## config.mk

```make
export PLATFORM = sky130hd
export DESIGN_NAME = tlb_op_ctrl
export DESIGN_NICKNAME = d
export VERILOG_FILES = /design/src/rtl/tlb_pkg.sv /design/src/rtl/tlb_random_ctr.sv /design/src/rtl/tlb_op_ctrl.sv
export SDC_FILE = /design/constraint.sdc
export NUM_CORES = 1
export LEC_CHECK = 0
export ABC_AREA = 1
export CORE_AREA = 2 2 172 174
export CTS_CLUSTER_DIAMETER = 120
export DETAILED_ROUTE_END_ITERATION = 8
export DIE_AREA = 0 0 174 176
export GPL_TIMING_DRIVEN = 0
export HOLD_SLACK_MARGIN = 0.06
export PLACE_DENSITY = 0.62
export SLEW_MARGIN = 20
export SYNTH_ARGS = -nofsm -noshare
export SYNTH_HDL_FRONTEND = slang
export SYNTH_SLANG_ARGS = --single-unit
```

## constraint.sdc

```tcl
create_clock -name clk -period 3.2 [get_ports clk]
set_input_delay 0.48 -clock clk [delete_from_list [all_inputs] [get_ports clk]]
set_output_delay 0.48 -clock clk [all_outputs]
set_load 0.03 [all_outputs]
```

## src/rtl/tlb_pkg.sv

```systemverilog
// -----------------------------------------------------------------------------
// tlb_pkg
//  Shared types and constants for the CP0 TLB instruction controller.
//  - tlb_op_e          : encoding of op_code (TLBP/TLBR/TLBWI/TLBWR)
//  - tlb_ctrl_state_e  : controller FSM states
//  - TLB_PROBE_MISS_BIT: bit of the probe result / CP0 Index that flags a miss
//  - PAGEMASK_LSB      : LSB position of the mask field inside CP0 PageMask
// -----------------------------------------------------------------------------
package tlb_pkg;

  typedef enum logic [1:0] {
    OP_TLBP  = 2'b00,
    OP_TLBR  = 2'b01,
    OP_TLBWI = 2'b10,
    OP_TLBWR = 2'b11
  } tlb_op_e;

  typedef enum logic [2:0] {
    ST_IDLE   = 3'd0,
    ST_PROBE  = 3'd1,
    ST_READ   = 3'd2,
    ST_WRITE  = 3'd3,
    ST_SETTLE = 3'd4,
    ST_CHECK  = 3'd5,
    ST_COMMIT = 3'd6
  } tlb_ctrl_state_e;

  localparam int TLB_PROBE_MISS_BIT = 31;
  localparam int PAGEMASK_LSB       = 13;

endpackage

```

## src/rtl/tlb_random_ctr.sv

```systemverilog
// -----------------------------------------------------------------------------
// tlb_random_ctr
//  CP0 Random register. Free-running down-counter over [Wired, TLB_NUM-1].
//  Ports:
//    clk, rst_n    : clock, asynchronous active-low reset
//    cp0_wired_i   : current CP0 Wired value
//    cp0_wired_we  : Wired written this cycle -> Random reloads to TLB_NUM-1
//    random_o      : current Random value (reset value TLB_NUM-1)
// -----------------------------------------------------------------------------
module tlb_random_ctr #(
  parameter int TLB_NUM  = 32,
  parameter int IDX_BITS = 5
) (
  input  logic                clk,
  input  logic                rst_n,
  input  logic [IDX_BITS-1:0] cp0_wired_i,
  input  logic                cp0_wired_we,
  output logic [IDX_BITS-1:0] random_o
);

  localparam logic [IDX_BITS-1:0] RAND_TOP = IDX_BITS'(TLB_NUM - 1);

  // Reload to the top on a Wired write, when Wired leaves no range to count
  // through, or once the counter has reached the wired floor.
  logic reload;
  assign reload = cp0_wired_we || (cp0_wired_i >= RAND_TOP) || (random_o <= cp0_wired_i);

  always_ff @(posedge clk or negedge rst_n) begin
    if (!rst_n) begin
      random_o <= RAND_TOP;
    end else if (reload) begin
      random_o <= RAND_TOP;
    end else begin
      random_o <= random_o - 1'b1;
    end
  end

endmodule

```

## src/rtl/tlb_op_ctrl.sv

```systemverilog
// -----------------------------------------------------------------------------
// tlb_op_ctrl
//  Sequences CP0 TLB instructions (TLBP, TLBR, TLBWI, TLBWR) against the TLB
//  array: drives the TLB index/write strobe, owns CP0 Random, produces the
//  Index / EntryHi / EntryLo0 / EntryLo1 / PageMask write-back and holds
//  translation while a TLB write is settling through the registered lookups.
//
//  Ports:
//    op_valid/op_code/op_ready/op_done : instruction handshake, op_done pulses on retire
//    flush                             : pipeline flush; kills PROBE/READ, ignored from WRITE on
//    cp0_*_i, cp0_wired_we             : CP0 register state
//    tlb_we, tlb_index                 : TLB write strobe and read/write index
//    tlb_probe_i, tlb_*_i              : TLB probe result and readback data
//    cp0_index_we/cp0_index_o          : TLBP result write-back
//    cp0_read_we/cp0_*_o               : TLBR result write-back
//    random_o                          : CP0 Random
//    translate_hold                    : stall fetch/LSU translation
//    check_err                         : write-readback mismatch, valid with op_done
//
//  Build option: TLB_WRITE_CHECK_EN adds a CHECK state after SETTLE that
//  compares the TLB readback against the written CP0 values; when undefined
//  SETTLE goes straight to COMMIT and check_err is tied low.
// -----------------------------------------------------------------------------
module tlb_op_ctrl
  import tlb_pkg::*;
#(
  parameter int TLB_NUM  = 32,
  parameter int IDX_BITS = 5
) (
  input  logic                clk,
  input  logic                rst_n,
  input  logic                op_valid,
  input  logic [1:0]          op_code,
  output logic                op_ready,
  output logic                op_done,
  input  logic                flush,
  input  logic [IDX_BITS-1:0] cp0_index_i,
  input  logic [IDX_BITS-1:0] cp0_wired_i,
  input  logic                cp0_wired_we,
  input  logic [31:0]         cp0_entryhi_i,
  input  logic [31:0]         cp0_entrylo0_i,
  input  logic [31:0]         cp0_entrylo1_i,
  input  logic [11:0]         cp0_mask_i,
  output logic                tlb_we,
  output logic [IDX_BITS-1:0] tlb_index,
  input  logic [31:0]         tlb_probe_i,
  input  logic [31:0]         tlb_entryhi_i,
  input  logic [31:0]         tlb_entrylo0_i,
  input  logic [31:0]         tlb_entrylo1_i,
  input  logic [11:0]         tlb_mask_i,
  output logic                cp0_index_we,
  output logic [31:0]         cp0_index_o,
  output logic                cp0_read_we,
  output logic [31:0]         cp0_entryhi_o,
  output logic [31:0]         cp0_entrylo0_o,
  output logic [31:0]         cp0_entrylo1_o,
  output logic [31:0]         cp0_pagemask_o,
  output logic [IDX_BITS-1:0] random_o,
  output logic                translate_hold,
  output logic                check_err
);

  tlb_ctrl_state_e     state_q;
  tlb_op_e             op_q;
  logic [IDX_BITS-1:0] idx_q;
  logic [11:0]         mask_q;
  logic                accept;
  logic [31:0]         probe_index;

  tlb_random_ctr #(
    .TLB_NUM  (TLB_NUM),
    .IDX_BITS (IDX_BITS)
  ) u_random (
    .clk          (clk),
    .rst_n        (rst_n),
    .cp0_wired_i  (cp0_wired_i),
    .cp0_wired_we (cp0_wired_we),
    .random_o     (random_o)
  );

  assign accept = op_valid && !flush;

  // Only the miss flag and the index field of the probe result reach CP0 Index.
  assign probe_index = {tlb_probe_i[TLB_PROBE_MISS_BIT],
                        {(31 - IDX_BITS){1'b0}},
                        tlb_probe_i[IDX_BITS-1:0]};

  logic unused_probe_bits;
  assign unused_probe_bits = ^tlb_probe_i[30:IDX_BITS];

`ifdef TLB_WRITE_CHECK_EN
  // Canonical forms the TLB stores: masked VPN2 bits and EntryHi[12:8] read
  // back as zero, masked PFN bits read back as zero and G is the AND of both G bits.
  function automatic logic [31:0] exp_entryhi(input logic [31:0] hi, input logic [11:0] mask);
    return {hi[31:25], hi[24:13] & ~mask, 5'b0, hi[7:0]};
  endfunction

  function automatic logic [31:0] exp_entrylo(input logic [31:0] lo, input logic [11:0] mask,
                                              input logic g);
    return {6'b0, lo[25:18], lo[17:6] & ~mask, lo[5:1], g};
  endfunction

  logic g_both;
  logic mismatch;
  logic chk_err_q;

  assign g_both   = cp0_entrylo0_i[0] & cp0_entrylo1_i[0];
  assign mismatch = (tlb_entryhi_i  != exp_entryhi(cp0_entryhi_i, cp0_mask_i))         ||
                    (tlb_entrylo0_i != exp_entrylo(cp0_entrylo0_i, cp0_mask_i, g_both)) ||
                    (tlb_entrylo1_i != exp_entrylo(cp0_entrylo1_i, cp0_mask_i, g_both)) ||
                    (tlb_mask_i     != cp0_mask_i);

  always_ff @(posedge clk or negedge rst_n) begin
    if (!rst_n) begin
      chk_err_q <= 1'b0;
    end else if (state_q == ST_WRITE) begin
      chk_err_q <= 1'b0;
    end else if (state_q == ST_CHECK) begin
      chk_err_q <= mismatch;
    end
  end

  assign check_err = (state_q == ST_COMMIT) && chk_err_q;

  logic unused_check_bits;
  assign unused_check_bits = ^{cp0_entryhi_i[12:8], cp0_entrylo0_i[31:26], cp0_entrylo1_i[31:26]};
`else
  assign check_err = 1'b0;

  logic unused_check_inputs;
  assign unused_check_inputs = ^{cp0_entryhi_i, cp0_entrylo0_i, cp0_entrylo1_i, cp0_mask_i};
`endif

  always_ff @(posedge clk or negedge rst_n) begin
    if (!rst_n) begin
      state_q        <= ST_IDLE;
      op_q           <= OP_TLBP;
      idx_q          <= '0;
      cp0_index_o    <= '0;
      cp0_entryhi_o  <= '0;
      cp0_entrylo0_o <= '0;
      cp0_entrylo1_o <= '0;
      mask_q         <= '0;
    end else begin
      case (state_q)
        // IDLE: accept, sampling Random now so TLBWR uses the value seen at issue
        ST_IDLE: begin
          if (accept) begin
            op_q  <= tlb_op_e'(op_code);
            idx_q <= (tlb_op_e'(op_code) == OP_TLBWR) ? random_o : cp0_index_i;
            case (tlb_op_e'(op_code))
              OP_TLBP: state_q <= ST_PROBE;
              OP_TLBR: state_q <= ST_READ;
              default: state_q <= ST_WRITE;
            endcase
          end
        end
        // PROBE / READ: lookup result arrives this cycle; flush abandons it
        ST_PROBE: begin
          if (flush) begin
            state_q <= ST_IDLE;
          end else begin
            cp0_index_o <= probe_index;
            state_q     <= ST_COMMIT;
          end
        end
        ST_READ: begin
          if (flush) begin
            state_q <= ST_IDLE;
          end else begin
            cp0_entryhi_o  <= tlb_entryhi_i;
            cp0_entrylo0_o <= tlb_entrylo0_i;
            cp0_entrylo1_o <= tlb_entrylo1_i;
            mask_q         <= tlb_mask_i;
            state_q        <= ST_COMMIT;
          end
        end
        // WRITE onward: committed, flush no longer has any effect
        ST_WRITE: state_q <= ST_SETTLE;
        ST_SETTLE: begin
`ifdef TLB_WRITE_CHECK_EN
          state_q <= ST_CHECK;
`else
          state_q <= ST_COMMIT;
`endif
        end
        ST_CHECK:  state_q <= ST_COMMIT;
        ST_COMMIT: state_q <= ST_IDLE;
        default:   state_q <= ST_IDLE;
      endcase
    end
  end

  assign op_ready       = (state_q == ST_IDLE);
  assign op_done        = (state_q == ST_COMMIT);
  assign tlb_we         = (state_q == ST_WRITE);
  assign tlb_index      = (state_q == ST_IDLE) ? '0 : idx_q;
  assign translate_hold = (state_q == ST_WRITE) || (state_q == ST_SETTLE) ||
                          (state_q == ST_CHECK);
  assign cp0_index_we   = (state_q == ST_COMMIT) && (op_q == OP_TLBP);
  assign cp0_read_we    = (state_q == ST_COMMIT) && (op_q == OP_TLBR);
  assign cp0_pagemask_o = {7'b0, mask_q, {PAGEMASK_LSB{1'b0}}};

endmodule

```

After elaboration in Yosys (flattened, before gate mapping)
Cells that the tools add are included.
{"block": "word_totals", "regBits": 129, "wordCells": 46}
{"block": "op_classes", "addsub": 1, "order_cmp": 2, "eq_ne": 10, "mux": 7, "bitwise_logic": 1, "n_reduce_logical": 16}
{"op": "$mux 5", "count": 3}
{"op": "$pmux 3 s4", "count": 1}
{"op": "$eq 3x3->1 const B", "count": 3}
{"op": "$eq 3x2->1 const B", "count": 2}
{"op": "$mux 3", "count": 2}
{"op": "$reduce_and 2->1", "count": 3}
{"op": "$ge 5x5->1 const B", "count": 1}
{"op": "$le 5x5->1", "count": 1}
{"op": "$sub 5x1->5 const B", "count": 1}
{"op": "$eq 2x1->1 const B", "count": 2}
{"op": "$logic_not 2->1", "count": 2}
{"op": "$logic_or 1x1->1", "count": 4}
{"op": "$pmux 2 s2", "count": 1}
{"op": "$reduce_or 2->1", "count": 2}
{"op": "$eq 3x1->1 const B", "count": 1}
{"op": "$logic_and 1x1->1", "count": 3}
{"op": "$logic_not 3->1", "count": 1}
{"op": "$eq 2x2->1 const B", "count": 1}
{"op": "$ne 2x1->1 const B", "count": 1}
{"op": "$logic_not 1->1", "count": 1}
{"op": "$not 1->1", "count": 1}

Longest topological paths before layout
{"block": "logic_depth", "word_depth": 4, "depth_mapped": 7, "ltp_nobuf": 7}

By module
From an unflattened synthesis, not the netlist that was laid out.
{"block": "hier_totals", "cells_unflattened": 681, "area_unflattened_um2": 5825.6}
{"mod": "tlb_op_ctrl", "instances": 1, "cells_per_inst": 628, "area_each_um2": 5413.9, "seq_area_each_um2": 3103.0}
{"mod": "tlb_random_ctr", "instances": 1, "cells_per_inst": 53, "area_each_um2": 411.6, "seq_area_each_um2": 131.4}

Least setup slack after synthesis
OpenSTA, ideal clock, no wires.
{"block": "synth_timing", "path_type": "reg-to-output", "start": "reg state_q[0]", "end": "out cp0_index_we", "arrival_ns": 1.544, "required_time_ns": 2.720, "slack_ns": 1.176, "stages_incl_launch_ff": 6, "n_path_buf": 2, "path_cell_list": "dfrtp_1 -> nor2_1 -> buf_4 -> buf_6 -> nand2_1 -> nor3_1"}
{"block": "synth_between", "elab_chain_cells": 2}
{"item": "start: declaration", "line": "tlb_op_ctrl.sv:63", "rtl": "tlb_ctrl_state_e state_q;"}
{"item": "start signal: assignment", "line": "tlb_op_ctrl.sv:136", "rtl": "state_q <= ST_IDLE;"}
{"item": "start signal: assignment", "line": "tlb_op_ctrl.sv:152", "rtl": "OP_TLBP: state_q <= ST_PROBE;"}
{"item": "start signal: assignment", "line": "tlb_op_ctrl.sv:153", "rtl": "OP_TLBR: state_q <= ST_READ;"}
{"item": "$eq 3x3->1", "line": "tlb_op_ctrl.sv:200", "rtl": "assign cp0_index_we = (state_q == ST_COMMIT) && (op_q == OP_TLBP);"}
{"item": "$logic_and 1x1->1", "line": "tlb_op_ctrl.sv:200"}
{"item": "end: declaration", "line": "tlb_op_ctrl.sv:51", "rtl": "output logic cp0_index_we,"}
No other way between the ends.

Worst setup path in the final report
Same ends and word-level chain as after synthesis.

==> results.json <==
{
  "status": "completed",
  "synth_cell_types": 22,
  "root_buffer": "clkbuf_16",
  "hold_violations": 0,
  "dieArea_um2": 30600,
  "area_growth_pct": 67.3,
  "synth_seq_cells": 129,
  "synth_cells": 673,
  "synthXorXnorAreaFrac_pct": 0.151,
  "dr.pass1.iters": 4,
  "finClkSkew_ns": 0.0103,
  "cts_made_buffers": 17,
  "grt.overflow.total": 0,
  "drc_errors": 0,
  "fin_crit_sh_pct": 91.3,
  "routed_wl_mm": 19.2,
  "final_cells": 1397,
  "yosysSeqAreaShare_pct": 55.9,
  "multi_input_area_um2": 2040,
  "syn-cell-area_um2": 5790,
  "start_util_pct": 20.3,
  "synth_fa_ha_area_share_pct": 1.30,
  "synth.largest_area_cell": "dfrtp_1",
  "clockBufferDepth": 2,
  "synth_top_area_share_pct": 53.6,
  "cp-start-kind": "register",
  "synthSimpleGateAreaFrac_pct": 28.7,
  "worstPathRequired_ns": 2.72,
  "power.total_w": 0.00967,
  "wl_per_cell_um": 13.7,
  "slew_headroom_pct": 63.9,
  "worst_pin_slew_ns": 0.541,
  "clk_latency_ns": 0.42,
  "critical_path_class": "register to output port",
  "die_w_um": 174,
  "synthMuxAreaShare_pct": 0,
  "grt_pass1_vias": 5361,
  "htree_levels": 4,
  "dpl.hpwl_mm": 14.3,
  "nets": 1271,
  "avgSynthCellArea_um2": 8.60,
  "synth_top_family_by_area": "simple AND/OR/NAND/NOR gates",
  "hold_path_class": "register to register",
  "grt_usage_pct": 12.3,
  "antenna_found_initial": 0,
  "io_buffers": 260,
  "synth_compound_gate_area_share_pct": 2.03,
  "num-fill-cells": 3041,
  "yosys_warnings": 0,
  "peakVddDrop_mv": 0.355,
  "drt_iter0_drc": 289,
  "critPathArrivalTime_ns": 2.44,
  "synth.area.top_cells": "dfrtp_1, nand2_1, nand3_1",
  "clock_sinks": 129,
  "grt_setup_unrepaired": "false",
  "p_leak_nw": 4.78,
  "path_max_fanout": 10,
  "cts_resized": 0,
  "die_y_um": 176,
  "via_per_inst": 3.85,
  "post-route-min-period_ns": 2.92,
  "cts_tree": "done",
  "diodes": 0,
  "rows": 62,
  "gp_congestion": 0.784,
  "drv_cap": 0,
  "ios": 442,
  "core_area_um2": 28500,
  "power_density_nw_per_um2": 999,
  "vias": 5382,
  "grt_pass1_wl_mm": 29.6,
  "end_kind": "output port",
  "drive_above_1_share_pct": 12.3,
  "ant_nets": 0,
  "ff2ff_setup_slack_ns": 1.68,
  "post-place-cells": 1364,
  "regArea_um2": 3230,
  "path_clk_slew_ns": 0.06,
  "setup_viol_count_final": 0,
  "drv_slew": 0,
  "grt_max_degree": 66,
  "max_freq_mhz": 342
}
routing by layer:
metal | global-route usage [%] | wire length [um] | part of all wire [%] | vias up
li1 | - | - | - | 2692
met1 | 15.3 | 8440 | 44 | 2487
met2 | 20.7 | 9110 | 47 | 189
met3 | 3.73 | 1360 | 7.1 | 14
met4 | 3.47 | 270 | 1.4 | 0
met5 | 0 | 0 | 0 | -
final cells by class:
cell class                      instances  area share [%]
Inverter                               32            1.24
Sequential cell                       129            33.4
Tap cell                              384            4.96
Buffer                                 85            5.87
Clock buffer                           19            4.47
Timing Repair Buffer                  262            27.3
Clock inverter                         13            1.67
Multi-Input combinational cell        473            21.0
flip-flops by register name (all words and copies together), names as in the netlist:
name,count
cp0_entrylo0_o,32
state_q,3
cp0_entryhi_o,32
u_random.random_o,5
idx_q,5
cp0_entrylo1_o,32
mask_q,12
op_q,2
cp0_index_o,6
kinds of logic after synthesis:
| kind of cell | Yosys count |
|---|---|
| compound gates | 23 |
| xor+xnor | 1 |
| fa+ha+maj | 6 |
| buf+inv | 117 |
| flops | 129 |
| other cells | 1 |
| simple gates | 396 |
worst max-delay path, cell delays in order, from the launching register on:
cell and delay, ns:
dfrtp_1 0.41, nor2_1 0.17, buf_4 0.26, buf_6 0.18, nand2_1 0.11, nor3_1 0.18
clkdlybuf4s50_1 0.72
synth_stat cells, drive strengths merged:
cell type,count
nand2,256
dfrtp,124
nand3,119
buf,85
inv,32
o21ai,18
nor2,16
ha,6
dfstp,5
a21oi,4
nor3,2
conb,1
nand3b,1
nand4,1
nor3b,1
o21bai,1
xnor2,1
placed cells by master (no fill, tap or decap), drive strengths merged, types with 2 or more instances in the layout:
cell             n
clkinv           4
clkinvlp         4
a21oi            4
o21ai           18
bufinv           3
conb            47
clkbuf          19
nand3          119
nand2          256
clkdlybuf4s50  259
ha               6
nor3             2
dfrtp          124
dfstp            5
nor2            16
buf             87
inv             34
repair_timing:
action | 4_1_cts | 5_1_grt
hold buffers | 1 | 0
buffers inserted | 0 | 0
endpoints found under the hold margin | 53 | 0
where the power goes:
part	total [W]	switching (W)	internal, W
sequential	0.00274	0.000374	0.00236
combinational	0.00493	0.00302	0.00190
clock	0.00201	0.000781	0.00123
total	0.00967	0.00418	0.00549
metrics by stage:
stage               instance area, um^2  setup WS, ns  setup TNS, ns  hold slack [ns]  util [%]
floorplan                          5960          1.18              0            0.184         -
global placement                   9040         -3.88        -488.96            0.453      31.7
detailed placement                 9070         0.704              0            0.457      31.8
CTS                                9680         0.242              0            0.472      33.9
global route                       9680        0.0886              0            0.487      33.9
finish                             9680         0.280              0            0.468      33.9
worst paths after layout:
check | to | startpoint | depth (start not counted)
worst max-delay path | cp0_index_we | state_q[0] | 6
worst min-delay path | cp0_entryhi_o[26] | cp0_entryhi_o[26] | 2
worst max register to register | u_random.random_o[0] | u_random.random_o[0] | 6
worst min register to register | cp0_entryhi_o[26] | cp0_entryhi_o[26] | 2
max in group asynchronous | mask_q[6] | rst_n | 3
min in group asynchronous | cp0_entryhi_o[8] | rst_n | 2
Power figures use the tool's default switching activity.
